File: src/rtl/time_field_editor.sv
// time_field_editor: button-driven editor for the alarm clock's set-time buffer
// and alarm registers. It turns raw shift/up/down/OK levels into clean press
// pulses plus auto-repeat ticks, and applies them to the field picked by the
// cursor. An OK press commits the edit: a LOAD_TIME strobe in NOW mode, or
// ARM_VALID in ARM mode.
module time_field_editor #(
   parameter logic [23:0] REPEAT_DLY = 24'd5000000,
   parameter logic [23:0] REPEAT_PER = 24'd1000000
) (
   input  logic       CLK,
   input  logic       RESETN,
   input  logic [2:0] STATE,
   input  logic       shift,
   input  logic       up,
   input  logic       down,
   input  logic       OK,
   input  logic [6:0] HOUR,
   input  logic [6:0] MIN,
   input  logic [6:0] SEC,
   output logic [6:0] SET_HOUR,
   output logic [6:0] SET_MIN,
   output logic [6:0] SET_SEC,
   output logic [6:0] ARM_HOUR,
   output logic [6:0] ARM_MIN,
   output logic [6:0] ARM_SEC,
   output logic [3:0] shift_now,
   output logic [3:0] shift_arm,
   output logic       LOAD_TIME,
   output logic       ARM_VALID
);

   typedef enum logic [1:0] {
      MODE_NONE = 2'd0,
      MODE_NOW  = 2'd1,
      MODE_ARM  = 2'd2
   } mode_e;

   // Button vector bit positions: 0 up, 1 down, 2 shift, 3 OK.
   localparam int BtnUp    = 0;
   localparam int BtnDown  = 1;
   localparam int BtnShift = 2;
   localparam int BtnOk    = 3;

   mode_e       mode_q, mode_d;
   logic [3:0]  sync1_q, sync2_q, prev_q, pulse_q;
   logic [6:0]  setHour_q, setHour_d, setMin_q, setMin_d, setSec_q, setSec_d;
   logic [6:0]  armHour_q, armHour_d, armMin_q, armMin_d, armSec_q, armSec_d;
   logic [3:0]  cursor_q, cursor_d;
   logic        loadTime_q, loadTime_d;
   logic        armValid_q, armValid_d;
   logic [23:0] upCnt_q, upCnt_d, downCnt_q, downCnt_d;
   logic        upRep_q, upRep_d, downRep_q, downRep_d;

   logic entry;
   logic cursorMoved;
   logic upRun, downRun;
   logic upTick, downTick;
   logic upStep, downStep;

   // One step of a field: out-of-range values snap to 0, in-range values wrap
   // around at 0 and maxV.
   function automatic logic [6:0] stepField(input logic [6:0] v,
                                            input logic [6:0] maxV,
                                            input logic       isUp);
      logic [6:0] r;
      if (v > maxV) begin
         r = 7'd0;
      end else if (isUp) begin
         r = (v == maxV) ? 7'd0 : v + 7'd1;
      end else begin
         r = (v == 7'd0) ? maxV : v - 7'd1;
      end
      return r;
   endfunction

   // Synchronize the raw buttons and register a one-cycle rising-edge pulse.
   always_ff @(posedge CLK) begin
      if (!RESETN) begin
         sync1_q <= 4'd0;
         sync2_q <= 4'd0;
         prev_q  <= 4'd0;
         pulse_q <= 4'd0;
      end else begin
         sync1_q <= {OK, shift, down, up};
         sync2_q <= sync1_q;
         prev_q  <= sync2_q;
         pulse_q <= sync2_q & ~prev_q;
      end
   end

   // Mode register: remembers the previous STATE so that mode entries can be detected.
   always_ff @(posedge CLK) begin
      if (!RESETN) begin
         mode_q <= MODE_NONE;
      end else begin
         mode_q <= mode_d;
      end
   end

   // Decode the incoming STATE; any unknown code behaves as NONE.
   always_comb begin
      case (STATE)
         3'd1:    mode_d = MODE_NOW;
         3'd2:    mode_d = MODE_ARM;
         default: mode_d = MODE_NONE;
      endcase
   end

   assign entry       = (mode_d != mode_q);
   assign cursorMoved = (cursor_d != cursor_q);

   assign upRun    = sync2_q[BtnUp] & ~sync2_q[BtnDown] & (cursor_q != 4'd0);
   assign downRun  = sync2_q[BtnDown] & ~sync2_q[BtnUp] & (cursor_q != 4'd0);
   assign upTick   = upRun & (upCnt_q != 24'd0) &
                     (upCnt_q == (upRep_q ? REPEAT_PER : REPEAT_DLY));
   assign downTick = downRun & (downCnt_q != 24'd0) &
                     (downCnt_q == (downRep_q ? REPEAT_PER : REPEAT_DLY));
   assign upStep   = pulse_q[BtnUp] | upTick;
   assign downStep = pulse_q[BtnDown] | downTick;

   // Edit datapath: mode entry first, then OK > shift > up/down within a mode.
   always_comb begin
      setHour_d  = setHour_q;
      setMin_d   = setMin_q;
      setSec_d   = setSec_q;
      armHour_d  = armHour_q;
      armMin_d   = armMin_q;
      armSec_d   = armSec_q;
      cursor_d   = cursor_q;
      armValid_d = armValid_q;
      loadTime_d = 1'b0;
      if (entry) begin
         case (mode_d)
            MODE_NOW: begin
               setHour_d = HOUR;
               setMin_d  = MIN;
               setSec_d  = SEC;
               cursor_d  = 4'd1;
            end
            MODE_ARM: begin
               cursor_d   = 4'd1;
               armValid_d = 1'b0;
            end
            default: begin
               cursor_d = 4'd0;
            end
         endcase
      end else if (mode_q != MODE_NONE) begin
         if (pulse_q[BtnOk]) begin
            if (cursor_q != 4'd0) begin
               if (mode_q == MODE_NOW) begin
                  loadTime_d = 1'b1;
               end else begin
                  armValid_d = 1'b1;
               end
               cursor_d = 4'd0;
            end
         end else if (pulse_q[BtnShift]) begin
            case (cursor_q)
               4'd1:    cursor_d = 4'd2;
               4'd2:    cursor_d = 4'd3;
               default: cursor_d = 4'd1;
            endcase
         end else if ((upStep ^ downStep) && (cursor_q != 4'd0)) begin
            if (mode_q == MODE_NOW) begin
               case (cursor_q)
                  4'd1:    setHour_d = stepField(setHour_q, 7'd23, upStep);
                  4'd2:    setMin_d  = stepField(setMin_q, 7'd59, upStep);
                  4'd3:    setSec_d  = stepField(setSec_q, 7'd59, upStep);
                  default: ;
               endcase
            end else begin
               case (cursor_q)
                  4'd1:    armHour_d = stepField(armHour_q, 7'd23, upStep);
                  4'd2:    armMin_d  = stepField(armMin_q, 7'd59, upStep);
                  4'd3:    armSec_d  = stepField(armSec_q, 7'd59, upStep);
                  default: ;
               endcase
               armValid_d = 1'b0;
            end
         end
      end
   end

   // Auto-repeat counters: start on the press pulse, tick after the initial
   // delay and then periodically; any release, cursor move or mode change restarts them.
   always_comb begin
      upCnt_d   = upCnt_q;
      upRep_d   = upRep_q;
      downCnt_d = downCnt_q;
      downRep_d = downRep_q;
      if (!upRun || entry || cursorMoved) begin
         upCnt_d = 24'd0;
         upRep_d = 1'b0;
      end else if (pulse_q[BtnUp]) begin
         upCnt_d = 24'd1;
         upRep_d = 1'b0;
      end else if (upTick) begin
         upCnt_d = 24'd1;
         upRep_d = 1'b1;
      end else if (upCnt_q != 24'd0) begin
         upCnt_d = upCnt_q + 24'd1;
      end
      if (!downRun || entry || cursorMoved) begin
         downCnt_d = 24'd0;
         downRep_d = 1'b0;
      end else if (pulse_q[BtnDown]) begin
         downCnt_d = 24'd1;
         downRep_d = 1'b0;
      end else if (downTick) begin
         downCnt_d = 24'd1;
         downRep_d = 1'b1;
      end else if (downCnt_q != 24'd0) begin
         downCnt_d = downCnt_q + 24'd1;
      end
   end

   // Register the edit buffers, cursor, strobes and repeat counters.
   always_ff @(posedge CLK) begin
      if (!RESETN) begin
         setHour_q  <= 7'd0;
         setMin_q   <= 7'd0;
         setSec_q   <= 7'd0;
         armHour_q  <= 7'd0;
         armMin_q   <= 7'd0;
         armSec_q   <= 7'd0;
         cursor_q   <= 4'd0;
         loadTime_q <= 1'b0;
         armValid_q <= 1'b0;
         upCnt_q    <= 24'd0;
         upRep_q    <= 1'b0;
         downCnt_q  <= 24'd0;
         downRep_q  <= 1'b0;
      end else begin
         setHour_q  <= setHour_d;
         setMin_q   <= setMin_d;
         setSec_q   <= setSec_d;
         armHour_q  <= armHour_d;
         armMin_q   <= armMin_d;
         armSec_q   <= armSec_d;
         cursor_q   <= cursor_d;
         loadTime_q <= loadTime_d;
         armValid_q <= armValid_d;
         upCnt_q    <= upCnt_d;
         upRep_q    <= upRep_d;
         downCnt_q  <= downCnt_d;
         downRep_q  <= downRep_d;
      end
   end

   assign SET_HOUR  = setHour_q;
   assign SET_MIN   = setMin_q;
   assign SET_SEC   = setSec_q;
   assign ARM_HOUR  = armHour_q;
   assign ARM_MIN   = armMin_q;
   assign ARM_SEC   = armSec_q;
   assign shift_now = cursor_q;
   assign shift_arm = (mode_q == MODE_ARM) ? cursor_q : 4'd0;
   assign LOAD_TIME = loadTime_q;
   assign ARM_VALID = armValid_q;

endmodule

File: config.mk
export PLATFORM = sky130hd
export DESIGN_NAME = time_field_editor
export DESIGN_NICKNAME = d
export VERILOG_FILES = /design/src/rtl/time_field_editor.sv
export SDC_FILE = /design/constraint.sdc
export NUM_CORES = 1
export LEC_CHECK = 0
export BUFFER_PORTS_ARGS = -buffer_cell sky130_fd_sc_hd__buf_2
export CAP_MARGIN = 10
export CORE_UTILIZATION = 45
export CTS_CLUSTER_DIAMETER = 50
export CTS_CLUSTER_SIZE = 24
export DETAILED_ROUTE_END_ITERATION = 8
export PLACE_DENSITY = 0.72
export SYNTH_ARGS = -nofsm -noshare
export SYNTH_HDL_FRONTEND = slang
export SYNTH_SLANG_ARGS = --single-unit
File: constraint.sdc
create_clock -name CLK -period 3.54 [get_ports CLK]
set_clock_uncertainty 0.05 [all_clocks]
set_input_delay 0.177 -clock CLK [delete_from_list [all_inputs] [get_ports CLK]]
set_output_delay 0.177 -clock CLK [all_outputs]
set_load 0.005 [all_outputs]
==> qor.yml <==
power_and_ir_drop:
  peakVddDrop_mv: 0.3110
  power_density_nw_per_um2: 408.3
  p_sw_mw: 0.7779
  p_int_mw: 2.485
  p_comb_share_pct: 5.9
  swShare_pct: 23.84
  power.total_mw: 3.262
  power_frac_clock_pct: 53.2
  p_leak_nw: 3.042
  pwr-share-seq_pct: 40.9
critical_path:
  crit_path_end: "ARM_MIN[2]$_SDFFE_PN0P_"
  cp-end-kind: "register"
  start_kind: "register"
  path_cells: "inv_1 > ha_1 > nor4b_1 > and4_1 > a31o_2 > buf_4 > mux2_2 > a22oi_1 > nand3b_1 > a21oi_1"
  path_buf_inv: 2
  ff2ff_setup_slack_ns: 0.59
  reg2reg_from: "upCnt_q[0]$_SDFFE_PP0P_"
  cp_data_required_time_ns: 3.84
  crit_family: "simple AND/OR/NAND/NOR gates"
  crit_start: "upCnt_q[0]$_SDFFE_PP0P_"
  ff2ff_path_depth: 10
  slowest_stage: "buf_4"
  reg2reg_to: "ARM_MIN[2]$_SDFFE_PN0P_"
  cp.arrival_ns: 3.25
  critPathMaxStageDelay_ns: 0.44
  critPathKind: "register to register"
  path_depth: 10
  path_max_fanout: 41
routing:
  ant_nets: 0
  dr_total_vias: 6453
  drt_iter0_markers: 322
  remaining_drc_errors: 0
  firstDrtPassIters: 5
  wire_per_inst_um: 14.71
  vias_per_cell: 5.751
  drt_wl_total_um: 16510
logic_synthesis:
  synth_ff_type: "dfxtp_1"
  synth_commonest_cells: "116 x dfxtp_1, 111 x nor2_1, 65 x nand2_1, 54 x nand3_1, 39 x a21oi_1"
  synthArstFlopShare_pct: 0
  ys_seq_area_share_pct: 34.45
  synth_warnings: 0
  yosysTopAreaCell: "dfxtp_1"
  synthTopCellsByArea: "dfxtp_1 34%, nor2_1 6.2%, xnor2_1 4.7%"
  synth_top_family_by_area: "simple AND/OR/NAND/NOR gates"
  synth_seq_cells: 116
  ys_types: 77
  syn_area_per_cell_um2: 7.948
  synthAdderAreaFrac_pct: 3.527
  synth_top_area_share_pct: 34.45
  synth_xor_area_share_pct: 8.465
  synth_edf_count: 0
  syn_inst: 848
  synthesis.area_um2: 6740
  syn_nets: 897
  synth_compound_area_share_pct: 17.34
  muxShareOfSynthArea_pct: 1.077
  yosysMostFrequentCell: "dfxtp_1"
  synthSimpleGateAreaFrac_pct: 30.39
cells_and_area:
  syn_to_final_growth_pct: 18.54
  final_nets: 974
  multiInputGateArea_um2: 4115
  diodes: 0
  nFillCells: 1363
  drive_gt1_share_pct: 16.31
  final-seq-area_um2: 2322
clocking:
  clkLatencyLatePin_ns: 0.42
  cts_tree: "yes"
  cts_max_level: 4
  cts.reportedPaths.clkPinSlew_ns: 0.06
  cts.path.max_buffers: 2
  cts.sinks: 116
  cts_root_buffer: "clkbuf_16"
  cts_buffers: 17
global_route:
  grt_pass1_wl_um: 28100
  grt_usage_pct: 21.77
  grt_overflow: 0
  grt_max_degree: 42
  antenna_found_initial: 0
  grt_pass1_vias: 5916
floorplan:
  coreArea_um2: 14590
  fp.dieH_um: 124.4
  dieArea_um2: 15470
  io_pins: 82
  die_w_um: 124.4
  initial_core_util_pct: 46.20
  num_rows: 44
placed_design:
  gp_congestion: 0.8514
  place_hpwl_um: 11030
  numPortBuffers: 81
timing:
  slew_headroom_pct: 26.62
  timing.final.crit_period_ns: 2.949
  drv_slew: 0
  rsz0062_at_grt: "false"
  final-hold-violation-count: 0
  timing.fmax_mhz: 339.1
  worstMarginPinSlew_ns: 1.101
  min_period_over_period_pct: 83.32
  totalNegativeSetupSlack_ns: 0
  setup_viol: 0
  worst_hold_slack_ns: 0.01244
flow_run:
  maxCapViolCount: 0
status:
  status: "complete, no violations"
min_path:
  hold_path_class: "primary input to register"
-- cell usage in the layout (no fill, tap or decap), drive strengths merged, types with 19 or more instances in the layout --
| cell | netlist | routed |
|---|---|---|
| xnor2 | 37 | 37 |
| xor2 | 26 | 26 |
| buf | 13 | 94 |
| and2 | 21 | 21 |
| a21oi | 39 | 39 |
| nand2 | 65 | 65 |
| nand3 | 55 | 55 |
| nor3 | 30 | 30 |
| nor2 | 111 | 111 |
| o21ai | 33 | 33 |
| inv | 30 | 33 |
| dfxtp | 116 | 116 |
| ha | 19 | 19 |
| clkbuf | 33 | 19 |
-- worst reg2reg max path: cells and delay by family, from the launching register on --
family                     cells  cell delay (ns)
adders and majority gates      1             0.15
buffers and inverters          2             0.55
DFF                            1             0.33
muxes                          1             0.41
AOI/OAI and AO/OA              3             0.58
and+or+nand+nor                3             0.80
-- power by group through the flow --
stage	logic (mW)	registers [mW]	clock network [mW]
floorplan	0.122	1.36	0
global placement	0.179	1.36	0
detailed placement	0.180	1.36	0
CTS	0.190	1.33	1.76
global route	0.211	1.34	1.82
finish	0.191	1.33	1.74
-- per-layer routing --
| layer | share of wire (%) | GRT usage [%] |
|---|---|---|
| met5 | 0 | 0 |
| met1 | 46 | 28.63 |
| met4 | 2.0 | 9.072 |
| met2 | 46 | 34.90 |
| met3 | 5.2 | 3.995 |
-- sequential cells by signal, summed over array words and instances, names as in the netlist, 4 cells and up --
name       flops
SET_HOUR       7
pulse_q        4
sync1_q        4
upCnt_q       24
ARM_HOUR       7
SET_MIN        7
SET_SEC        7
sync2_q        4
ARM_SEC        7
downCnt_q     24
ARM_MIN        7
prev_q         4
shift_now      4
-- what timing repair did --
item                                    in CTS  in global routing
hold buffers                                10                  0
gates resized for setup                      0                  0
setup buffers                                0                  0
endpoints found under the setup margin       0                  0
hold endpoints to repair                    10                  0
-- how the worst min path moves through the flow --
stage                         startpoint                       end  slack (ns)  depth (start not counted)
global placement    prev_q[0]$_SDFF_PN0_     pulse_q[0]$_SDFF_PN0_        0.32                          1
detailed placement  prev_q[0]$_SDFF_PN0_     pulse_q[0]$_SDFF_PN0_        0.32                          1
CTS                              HOUR[5]  SET_HOUR[5]$_SDFFE_PN0P_        0.02                          3
global route                     HOUR[4]  SET_HOUR[4]$_SDFFE_PN0P_        0.05                          3
finish                           HOUR[5]  SET_HOUR[5]$_SDFFE_PN0P_        0.01                          3
floorplan                             up     sync1_q[0]$_SDFF_PN0_        0.25                          1
-- area by class of cell --
class / instances / area share (%)
Clock inverter: 13 / 1.879
Clock buffer: 19 / 5.669
Tap cell: 184 / 2.881
Timing Repair Buffer: 104 / 7.548
Inverter: 31 / 1.456
Multi-Input combinational cell: 655 / 51.50
Sequential cell: 116 / 29.06
-- stage by stage --
step	util [%]	setup slack, ns	instance area, um^2	instances
floorplan	-	0.7621	6740	848
global placement	49.95	0.6059	7287	1080
detailed placement	49.95	0.4748	7287	1080
CTS	54.77	0.5656	7990	1122
global route	54.77	0.3068	7990	1122
finish	54.77	0.5906	7990	1122
-- cell families after synthesis --
kind of cell,count (synthesis)
compound gates,170
xor+xnor,63
fa+ha+maj,19
buf+inv,77
flops,116
mux,7
simple gates,396
No activity file was read; power rests on OpenSTA's default activity.
